File: config.mk
export PLATFORM = sky130hd
export DESIGN_NAME = float_to_posit
export DESIGN_NICKNAME = d
export VERILOG_FILES = /design/src/rtl/float_to_posit.sv
export SDC_FILE = /design/constraint.sdc
export NUM_CORES = 1
export LEC_CHECK = 0
export BUFFER_PORTS_ARGS = -buffer_cell sky130_fd_sc_hd__buf_2
export CAP_MARGIN = 20
export CORE_ASPECT_RATIO = 1.5
export CORE_MARGIN = 8
export CORE_UTILIZATION = 59
export CTS_CLUSTER_SIZE = 14
export DETAILED_ROUTE_END_ITERATION = 16
export GPL_TIMING_DRIVEN = 0
export PLACE_DENSITY = 0.83
export SYNTH_ARGS = -nofsm -noshare
export SYNTH_HDL_FRONTEND = slang
export SYNTH_SLANG_ARGS = --single-unit
File: constraint.sdc
create_clock -name clk_i -period 6.1 [get_ports clk_i]
set_input_delay 0 -clock clk_i [delete_from_list [all_inputs] [get_ports clk_i]]
set_output_delay 0 -clock clk_i [all_outputs]
set_load 0.05 [all_outputs]
File: src/rtl/float_to_posit.sv
// -----------------------------------------------------------------------------
// float_to_posit
//   Two-stage pipelined converter from IEEE-754 binary64 to an n-bit posit with
//   es exponent bits, round-to-nearest-even. One conversion per cycle, fixed
//   2-cycle latency, valid/ready on both sides (no skid buffer).
//
//   Stage 1 (decode): classify zero / NaN-Inf / finite, compute scale, split
//                     it into regime k and exponent e, decide saturation.
//   Stage 2 (encode): build regime|e|mantissa, truncate to n-1 bits, RNE,
//                     clamp to maxpos/minpos, two's-complement negate.
//
// Ports
//   clk_i        clock, rising edge
//   rst_ni       asynchronous active-low reset
//   in_valid_i   operand_i valid
//   in_ready_o   converter accepts operand_i this cycle (combinational from
//                out_ready_i)
//   operand_i    binary64 operand {sign, exp[10:0], mant[51:0]}
//   out_valid_o  result_o valid
//   out_ready_i  downstream consumes result_o this cycle
//   result_o     n-bit posit, two's-complement
//   flags_o      {nar, saturated, inexact}; only when FLOAT_TO_POSIT_FLAGS_EN
//                is defined
//
// Build option
//   FLOAT_TO_POSIT_FLAGS_EN : adds flags_o and its pipeline registers.
//                             result_o is identical with or without it.
// -----------------------------------------------------------------------------
module float_to_posit #(
    parameter int n        = 16,
    parameter int es       = 1,
    parameter int FP_WIDTH = 64
) (
    input  logic                clk_i,
    input  logic                rst_ni,
    input  logic                in_valid_i,
    output logic                in_ready_o,
    input  logic [FP_WIDTH-1:0] operand_i,
    output logic                out_valid_o,
    input  logic                out_ready_i,
`ifdef FLOAT_TO_POSIT_FLAGS_EN
    output logic [n-1:0]        result_o,
    output logic [2:0]          flags_o
`else
    output logic [n-1:0]        result_o
`endif
);

    localparam int ES_W    = (es > 0) ? es : 1;
    localparam int SH_W    = $clog2(n);
    // Beyond +/-(n-2)*2^es the regime alone no longer fits in n-1 bits.
    localparam int SAT_LIM = (n - 2) << es;
    // Wide enough that the regime shift never pushes mantissa bits out.
    localparam int TOT     = n + es + 54;

    localparam logic [n-2:0] MAXPOS = '1;
    localparam logic [n-2:0] MINPOS = {{(n-2){1'b0}}, 1'b1};

    // -------------------------------------------------------------------------
    // Pipeline control
    // -------------------------------------------------------------------------
    logic [2:1] vld_pipe;
    logic       s1_ready, s2_ready, s1_load, s2_load;

    assign s2_ready    = !vld_pipe[2] || out_ready_i;
    assign s1_ready    = !vld_pipe[1] || s2_ready;
    assign in_ready_o  = s1_ready;
    assign out_valid_o = vld_pipe[2];
    assign s1_load     = in_valid_i && s1_ready;
    assign s2_load     = vld_pipe[1] && s2_ready;

    always_ff @(posedge clk_i or negedge rst_ni) begin
        if (!rst_ni) begin
            vld_pipe <= '0;
        end else begin
            if (s1_ready) vld_pipe[1] <= in_valid_i;
            if (s2_ready) vld_pipe[2] <= vld_pipe[1];
        end
    end

    // -------------------------------------------------------------------------
    // Stage 1: decode
    // -------------------------------------------------------------------------
    logic [10:0]     d_exp;
    logic [51:0]     d_mant;
    logic            d_zero, d_nar, d_sub, d_sat_hi, d_sat_lo, d_kneg;
    logic [SH_W-1:0] d_shamt;
    logic [ES_W-1:0] d_e;
    int              scale_c, k_c;

    assign d_exp  = operand_i[62:52];
    assign d_mant = operand_i[51:0];

    always_comb begin
        d_zero   = (d_exp == '0) && (d_mant == '0);
        d_sub    = (d_exp == '0) && (d_mant != '0);
        d_nar    = (d_exp == '1);
        scale_c  = int'(d_exp) - 1023;
        k_c      = scale_c >>> es;                      // floor division
        d_e      = ES_W'(scale_c & ((1 << es) - 1));
        d_kneg   = (k_c < 0);
        // k >= 0: 2'b10 sign-fills ones k places; k < 0: 2'b01 fills zeros.
        d_shamt  = (k_c >= 0) ? SH_W'(k_c) : SH_W'(-k_c - 1);
        d_sat_hi = (scale_c >= SAT_LIM);
        // Subnormals are far below minpos for any legal n/es.
        d_sat_lo = d_sub || (scale_c <= -SAT_LIM);
    end

    logic            s1_sign, s1_zero, s1_nar, s1_sat_hi, s1_sat_lo, s1_kneg;
    logic [SH_W-1:0] s1_shamt;
    logic [ES_W-1:0] s1_e;
    logic [51:0]     s1_mant;

    always_ff @(posedge clk_i or negedge rst_ni) begin
        if (!rst_ni) begin
            s1_sign   <= 1'b0;
            s1_zero   <= 1'b0;
            s1_nar    <= 1'b0;
            s1_sat_hi <= 1'b0;
            s1_sat_lo <= 1'b0;
            s1_kneg   <= 1'b0;
            s1_shamt  <= '0;
            s1_e      <= '0;
            s1_mant   <= '0;
        end else if (s1_load) begin
            s1_sign   <= operand_i[63];
            s1_zero   <= d_zero;
            s1_nar    <= d_nar;
            s1_sat_hi <= d_sat_hi;
            s1_sat_lo <= d_sat_lo;
            s1_kneg   <= d_kneg;
            s1_shamt  <= d_shamt;
            s1_e      <= d_e;
            s1_mant   <= d_mant;
        end
    end

    // -------------------------------------------------------------------------
    // Stage 2: encode
    // -------------------------------------------------------------------------
    logic signed [TOT-1:0] seed, shifted;
    logic [n-2:0]          mag, mag_f;
    logic [n-1:0]          sum, mag_ext, res_c;
    logic                  guard, sticky, rnd, clamp_hi, clamp_lo;

    always_comb begin
        seed = '0;
        seed[TOT-1 -: 2] = s1_kneg ? 2'b01 : 2'b10;
        for (int i = 0; i < es; i++) seed[TOT-3-i] = s1_e[es-1-i];
        seed[TOT-3-es -: 52] = s1_mant;
    end

    // Arithmetic shift replicates the leading regime bit to grow the regime.
    assign shifted = seed >>> s1_shamt;
    assign mag     = shifted[TOT-1 -: n-1];
    assign guard   = shifted[TOT-n];
    assign sticky  = |shifted[TOT-n-1:0];
    assign rnd     = guard & (sticky | mag[0]);
    assign sum     = {1'b0, mag} + {{(n-1){1'b0}}, rnd};

    always_comb begin
        clamp_lo = s1_sat_lo || (!s1_sat_hi && (sum == '0));
        clamp_hi = !s1_sat_lo && (s1_sat_hi || sum[n-1]);
        mag_f    = clamp_hi ? MAXPOS : (clamp_lo ? MINPOS : sum[n-2:0]);
        mag_ext  = {1'b0, mag_f};
        if (s1_zero)      res_c = '0;
        else if (s1_nar)  res_c = {1'b1, {(n-1){1'b0}}};
        else              res_c = s1_sign ? -mag_ext : mag_ext;
    end

    always_ff @(posedge clk_i or negedge rst_ni) begin
        if (!rst_ni)      result_o <= '0;
        else if (s2_load) result_o <= res_c;
    end

`ifdef FLOAT_TO_POSIT_FLAGS_EN
    logic       finite;
    logic [2:0] flg_c;

    assign finite   = !s1_zero && !s1_nar;
    assign flg_c[2] = s1_nar;
    assign flg_c[1] = finite && (clamp_hi || clamp_lo);
    assign flg_c[0] = finite && (clamp_hi || clamp_lo || guard || sticky);

    always_ff @(posedge clk_i or negedge rst_ni) begin
        if (!rst_ni)      flags_o <= '0;
        else if (s2_load) flags_o <= flg_c;
    end
`endif

endmodule

Word level (Yosys, flattened, before mapping)
Cells that the tools add are included.
{ "totals": {"output_inout_bits": 18, "word_cells": 52, "inputBits": 68, "reg_bits": 81} }
{ "op_classes": {"bitwise_logic": 2, "n_shift": 1, "reduce_logical": 20, "add_sub_neg": 5, "mux": 7, "n_lt_le_gt_ge": 4, "eq_ne": 1} }
{ "ops": {"columns": ["operator", "n"], "rows": [
  ["$sshr A71 B4 Y71", 1],
  ["$reduce_or A55 Y1", 1],
  ["$logic_not A52 Y1", 1],
  ["$reduce_bool A52 Y1", 1],
  ["$mux W16", 3],
  ["$mux W15", 2],
  ["$add A15 B1 Y16", 1],
  ["$logic_not A16 Y1", 1],
  ["$neg A15 Y16", 1],
  ["$ge A12 B6 Y1 const B", 1],
  ["$le A12 B6 Y1 const B", 1],
  ["$sub A11 B10 Y12 const B", 1],
  ["$eq A11 B11 Y1 const B", 1],
  ["$ge A11 B1 Y1 const B", 1],
  ["$logic_not A11 Y1", 1],
  ["$lt A11 B1 Y1 const B", 1],
  ["$logic_and A1 B1 Y1", 6],
  ["$logic_or A1 B1 Y1", 5],
  ["$logic_not A1 Y1", 4],
  ["$mux W4", 1],
  ["$neg A4 Y4", 1],
  ["$sub A4 B2 Y4 const B", 1],
  ["$mux W2", 1],
  ["$and A1 B1 Y1", 1],
  ["$or A1 B1 Y1", 1]
]} }

Logic depth before layout (Yosys ltp)
Gate-level depths: netlist of the first run.
{ "logic_depth": {"depth_word": 15, "depth_mapped": 22, "ltp_nobuf": 20} }

Worst setup path before layout of the first run
OpenSTA, ideal clock, no wires.
{ "synth_path": {"path_kind": "register -> register", "start": "register s1_shamt[0]", "end": "register result_o[8]", "path_stages_with_launch": 22, "t_arrival_ns": 4.251, "period_less_slack_ns": 4.334, "n_path_buf": 2, "path_slack_ns": 1.766, "setup_ns": 0.083, "required_ns": 6.017, "cell_sequence": "dfrtp_1 > buf_6 > buf_12 > mux2i_1 > mux4_2 > o211a_1 > nor2_1 > ha_1 > inv_1 > o41ai_1 > nand2_1 > nor3_1 > nand2_1 > a32o_1 > nor4_4 > nor3_1 > ha_1 > o21ai_0 > or2_2 > nand2_1 > xor2_1 > o21ai_0"} }
{ "synth_via": {"elab_chain_len": 14, "elab_cells_between_ends": 16, "classes_between": "2 x add/sub; 1 x shift; 5 x mux; 2 x bitwise; 6 x reduce/logical"} }
{ "synth_rtl": {"columns": ["element", "line", "rtl"], "rows": [
  ["start: declaration", "110", "logic [SH_W-1:0] s1_shamt;"],
  ["start signal: assignment", "132", "s1_shamt <= d_shamt;"],
  ["$sshr A71 B4 Y71 *", "154", "assign shifted = seed >>> s1_shamt;"],
  ["$reduce_or A55 Y1", "157", "assign sticky = |shifted[TOT-n-1:0];"],
  ["$or A1 B1 Y1", "158", "assign rnd = guard & (sticky | mag[0]);"],
  ["$and A1 B1 Y1", "158", null],
  ["$add A15 B1 Y16 *", "159", "assign sum = {1'b0, mag} + {{(n-1){1'b0}}, rnd};"],
  ["$logic_not A16 Y1", "162", "clamp_lo = s1_sat_lo || (!s1_sat_hi && (sum == '0));"],
  ["$logic_and A1 B1 Y1", "162", null],
  ["$logic_or A1 B1 Y1", "162", null],
  ["$mux W15", "164", "mag_f = clamp_hi ? MAXPOS : (clamp_lo ? MINPOS : sum[n-2:0]);"],
  ["$mux W15 *", "164", null],
  ["$neg A15 Y16", "168", "else res_c = s1_sign ? -mag_ext : mag_ext;"],
  ["$mux W16 *", "168", null],
  ["$mux W16 *", "167", "else if (s1_nar) res_c = {1'b1, {(n-1){1'b0}}};"],
  ["$mux W16 *", "166", "if (s1_zero) res_c = '0;"],
  ["end signal: assignment", "173", "else if (s2_load) result_o <= res_c;"],
  ["end: declaration", "45", "output logic [n-1:0] result_o"]
]} }
Every way passes the cells marked *; elsewhere a longest branch is shown, timed or not.
A chain may end at the register's enable or synchronous reset.

Worst setup path in the final report of the first run
{ "layout_path": {"start": "register s1_shamt[2]", "end": "register result_o[8]"} }
Same word-level chain as after synthesis.

==> results of run 1 <==
power by group:
| group | total [mW] | switching (mW) | leakage, nW | internal (mW) |
|---|---|---|---|---|
| sequential | 0.754 | 0.116 | 0.961 | 0.638 |
| combinational | 1.35 | 0.850 | 2.15 | 0.499 |
| clock | 0.660 | 0.256 | 0.167 | 0.404 |
| total | 2.76 | 1.22 | 3.28 | 1.54 |
flip-flops by register name (all words and copies together), names as in the netlist:
register	cells
s1_sat_hi	1
s1_shamt	4
s1_sign	1
s1_e	1
s1_mant	52
s1_sat_lo	1
result_o	16
s1_zero	1
s1_kneg	1
vld_pipe	2
s1_nar	1
layer usage:
layer / share of wire [%] / track usage, %
met5: 0 / 0
met3: 8.0 / 7.519
met4: 8.6 / 24.50
met1: 34 / 36.79
met2: 49 / 58.53
repair_timing:
item,4_1_cts,5_1_grt
hold buffers,60,0
endpoints found under the hold margin,138,0
endpoints found under the setup margin,0,0
placed cells by master (no fill, tap or decap), types with 11 or more instances in the layout:
cell type / Yosys / layout
nor3_1: 29 / 29
mux2_2: 61 / 61
buf_2: 10 / 90
clkbuf_1: 31 / 31
nand3_1: 11 / 11
dfrtp_1: 81 / 81
o21ai_0: 34 / 34
inv_1: 14 / 14
mux2i_1: 25 / 25
nand2_1: 67 / 67
dlygate4sd3_1: 0 / 60
xor2_1: 13 / 13
nor2_1: 57 / 57
nand2b_1: 12 / 12
a21oi_1: 29 / 29
xnor2_1: 12 / 12
nor4_1: 26 / 26
metrics by stage:
step                util, %  worst slack, ns
floorplan                 -            1.766
global placement      65.27           0.7821
detailed placement    65.55           0.7336
CTS                   74.23           0.7288
global route          74.27           0.1915
finish                74.27           0.6353
worst max-delay path: stages (launching register included):
cell and delay, ns:
dfrtp_1 0.32, buf_2 0.20, clkbuf_1 0.36, nor2_1 0.13, a2bb2o_1 0.32, o21ai_1 0.44, nand2_1 0.09, nor2_1 0.12
ha_1 0.24, inv_1 0.06, o41ai_1 0.52, nand2_1 0.09, nor3_1 0.30, nand2_1 0.11, a32o_1 0.25, nor4_4 0.61
nor3_1 0.16, ha_1 0.26, o21ai_0 0.20, or2_2 0.20, nand2_1 0.06, xor2_1 0.19, o21ai_0 0.09
kinds of logic after synthesis:
logic type	share of synthesized area, %
AO/OA/AOI/OAI	18.09
XOR/XNOR	3.589
adder cells (fa/ha/maj)	0.9544
buffers and inverters	5.592
flip-flops	30.92
multiplexers	18.59
AND/OR/NAND/NOR	22.26
how the worst max path moves through the flow:
| stage | end | slack [ns] |
|---|---|---|
| after detailed placement | result_o[8] | 0.73 |
| after CTS | result_o[8] | 0.73 |
| after global placement | result_o[8] | 0.78 |
| after floorplan | result_o[8] | 1.77 |
| final | result_o[8] | 0.64 |
| after global routing | result_o[12] | 0.19 |
layout make-up:
class | count | area [µm²]
Clock inverter | 7 | 123.9
Multi-Input combinational cell | 575 | 4161
Buffer | 51 | 310.3
Fill cell | 732 | 2814
Timing Repair Buffer | 142 | 1036
Tap cell | 147 | 183.9
Clock buffer | 9 | 225.2
Sequential cell | 81 | 2027
Inverter | 15 | 56.30
==> qor.csv, run 1 <==
metric;value;unit
r2r-end;result_o[8];
antenna_found_initial;0;
slew_headroom;37.51;%
synth_top_cell_by_area;dfrtp_1;
ctsRootBufferMaster;clkbuf_16;
fin_skew;0.01116;ns
synthTopCellsByCount;dfrtp_1 (81), nand2_1 (67), mux2_2 (61);
place_hpwl;16770;µm
dieHeight;145.1;µm
setup_tns;0;ns
post-route-period-util;89.59;%
synth_edf_count;0;
syn_to_final_growth;23.94;%
track_usage;34.70;%
coreArea;10940;µm²
grt_max_degree;74;
cp-startpoint;s1_shamt[2];
insertion_delay;0.35;ns
pin_count;86;
clock_sinks;81;
clock.fmax;183.0;MHz
async_flop_share;100.0;%
cap_violations;0;
synthCells;722;
path_max_fanout;10;
synth.distinct_cells;79;
criticalPathCategory;flop to flop;
r2r_cells;22;
drive_gt1_share;24.09;%
min_path_type;input pin to async pin;
drt-vias-per-instance;6.878;
cts_setup_buffers;0;
dr.pass1.iters;6;
grt_pass1_wl;40140;µm
cts_tree;built;
holdWs;0.03490;ns
stdcell_count;1027;
die_w;102.1;µm
required;6.32;ns
grt_pass1_vias;7269;
gp_congestion;1.003;
drv_slew;0;
row_count;47;
power_density;340.2;nW/µm²
ir_drop;0.2211;mV
setup_viol;0;
synth.top_cell.area_share;30.92;%
wirelength;25180;µm
synth_most_common_cell;dfrtp_1;
place_area;7169;µm²
cts_resized;0;
rsz0062_at_grt;false;
final_area;8124;µm²
via_count;7064;
drcViolationCount;0;
ys.flop_type;dfrtp_1;
clock_path_buffers;2;
clk_pin_slew_worst_paths;0.07;ns
tightest_slew;0.9227;ns
dpl.cell_count;950;
numCtsBuffers;9;
drtIter0Drc;675;
synth_seq_cells;81;
r2r_start;s1_shamt[2];
startpoint_type;flop;
syn-cell-area;6555;µm²
total_power;2.764;mW
status;completed;
synth_area_leaders;dfrtp_1 (31%), mux2_2 (10%), nand2_1 (3.8%);
cellLeakagePower;3.283;nW
ys_seq_area_share;30.92;%
final-hold-violation-count;0;
start_util;59.93;%
syn_nets;795;
num-nets-final;948;
overflow;0;
arrival;5.69;ns
route.antenna.remaining_nets;0;
routedWlPerCell;24.51;µm
dieArea;14810;µm²
synth_area_per_cell;9.079;µm²
r2r_setup_slack;0.64;ns
htree_levels;3;
port_buffers;80;
ys_warn_count;0;
n_antenna_cell;0;
post-route-min-period;5.465;ns
end_kind;flop;
(Power assumes the default switching activity.)
==> run 2: changes to the inputs <==
--- a/config.mk
+++ b/config.mk
@@ -9,11 +9,12 @@
 export CAP_MARGIN = 20
 export CORE_ASPECT_RATIO = 1.5
 export CORE_MARGIN = 8
-export CORE_UTILIZATION = 59
+export CORE_UTILIZATION = 60
 export CTS_CLUSTER_SIZE = 14
 export DETAILED_ROUTE_END_ITERATION = 16
 export GPL_TIMING_DRIVEN = 0
-export PLACE_DENSITY = 0.83
+export PLACE_DENSITY = 0.84
+export REMOVE_ABC_BUFFERS = 1
 export SYNTH_ARGS = -nofsm -noshare
 export SYNTH_HDL_FRONTEND = slang
 export SYNTH_SLANG_ARGS = --single-unit
==> constraint.sdc (replaced) <==
create_clock -name clk_i -period 6.86 [get_ports clk_i]
set_input_delay 0 -clock clk_i [delete_from_list [all_inputs] [get_ports clk_i]]
set_output_delay 0 -clock clk_i [all_outputs]
set_load 0.05 [all_outputs]
==> qor.csv, run 2 (synthesis gave the netlist of run 1 again) <==
metric;value;unit
end_kind;flop;
r2r_setup_slack;0.98;ns
dr.pass1.iters;5;
layout_setup_ws;0.9774;ns
crit_path_cell_trace;mux2i_1 > mux4_2 > o211a_1 > nor2_1 > ha_1 > and2_0 > nand4_1 > nor4b_1 > nor3_1 > nor4_4 > nor3_1 > ha_1 > o21ai_0 > o41ai_1 > a32oi_1 > o21ai_0;
coreArea;10820;µm²
rsz0062_at_grt;false;
route.antenna.remaining_nets;0;
cp_slowest_cell;dfrtp_4;
ctsRootBufferMaster;clkbuf_16;
grt_pass1_vias;6680;
drive_gt1_share;24.19;%
post-route-period-util;85.75;%
htree_levels;3;
gp_congestion;0.9564;
drv_slew;0;
largest_reg_flops;52;
track_usage;30.59;%
syn_to_final_growth;20.48;%
required;7.07;ns
dieHeight;144.0;µm
grt_pass1_wl;34530;µm
dp_worst_setup_slack;1.144;ns
cts_hold_buf;60;
cap_violations;0;
cts_setup_buffers;0;
criticalPathCategory;flop to flop;
overflow;0;
slew_headroom;23.52;%
routedWlPerCell;22.11;µm
die_w;101.3;µm
wirelength;21720;µm
dieArea;14590;µm²
power_density;298.5;nW/µm²
clock_sinks;81;
final_area;7898;µm²
min_path_type;input pin to flop;
num-nets-final;903;
drtIter0Drc;472;
fin_skew;0.01282;ns
tightest_slew;1.142;ns
top_register;s1_mant;
setup_viol;0;
cellLeakagePower;3.180;nW
cts_tree;built;
holdWs;0.05643;ns
port_buffers;85;
row_count;47;
numCtsBuffers;9;
cts_resized;0;
via_count;6511;
total_power;2.358;mW
post-route-min-period;5.883;ns
pin_count;86;
place_area;6939;µm²
start_util;60.58;%
critical-path-max-stage-delay;1.08;ns
final-hold-violation-count;0;
drt-vias-per-instance;6.630;
clk_pin_slew_worst_paths;0.07;ns
insertion_delay;0.35;ns
ir_drop;0.1992;mV
path_max_fanout;76;
arrival;6.09;ns
status;completed;
drcViolationCount;0;
place_hpwl;14600;µm
startpoint_type;flop;
antenna_found_initial;0;
grt_max_degree;77;
mostFrequentLayoutCell;buf_2;
clock_path_buffers;2;
n_antenna_cell;0;
clock.fmax;170.0;MHz
final_cell_mix;buf_2 (84), dfrtp_1 (79), nand2_1 (66);
reg_top3;s1_mant: 52 flops, result_o: 16 flops, s1_shamt: 4 flops;
run 2: layout make-up:
cell class,count,area (µm²)
well taps,147,183.9
repair buffers,148,1104
flip-flops and latches,81,2032
fillers,817,2923
clock inverters,7,132.6
inverters,15,56.30
clock buffers,9,225.2
multi-input cells,575,4164
run 2: where the power goes:
part | internal [mW] | switching (mW) | total [mW] | leakage, nW
combinational | 0.407 | 0.616 | 1.02 | 2.05
clock | 0.363 | 0.225 | 0.588 | 0.174
sequential | 0.567 | 0.179 | 0.747 | 0.959
total | 1.34 | 1.02 | 2.36 | 3.18
run 2: worst paths after layout:
path,from,cells after the start,endpoint
worst max register to register,s1_shamt[0],16,result_o[10]
worst min-delay path,operand_i[58],3,s1_nar
worst max-delay path,s1_shamt[0],16,result_o[10]
max in group asynchronous,rst_ni,3,s1_shamt[0]
worst min register to register,result_o[1],2,result_o[1]
min in group asynchronous,rst_ni,2,vld_pipe[2]
run 2: worst max-delay path, delay by kind of cell (launching register included):
| family | cells | cell delay (ns) |
|---|---|---|
| AOI/OAI and AO/OA | 5 | 1.04 |
| adders and majority gates | 2 | 0.55 |
| DFF | 1 | 1.08 |
| muxes | 2 | 0.77 |
| and+or+nand+nor | 7 | 2.26 |
run 2: through the flow:
stage / instances / utilization, % / TNS, ns
6_report: 982 / 72.99 / 0
3_3_place_gp: 903 / 63.34 / -2.029
3_5_place_dp: 906 / 64.13 / 0
5_1_grt: 982 / 72.99 / 0
4_1_cts: 982 / 72.99 / 0
2_1_floorplan: 671 / - / 0
run 2: layer usage:
layer | GRT usage [%] | vias to the layer above | share of wire (%)
li1 | - | 2943 | -
met1 | 29.57 | 3134 | 34
met2 | 56.19 | 333 | 54
met3 | 5.831 | 101 | 5.8
met4 | 22.06 | 0 | 6.8
met5 | 0 | - | 0
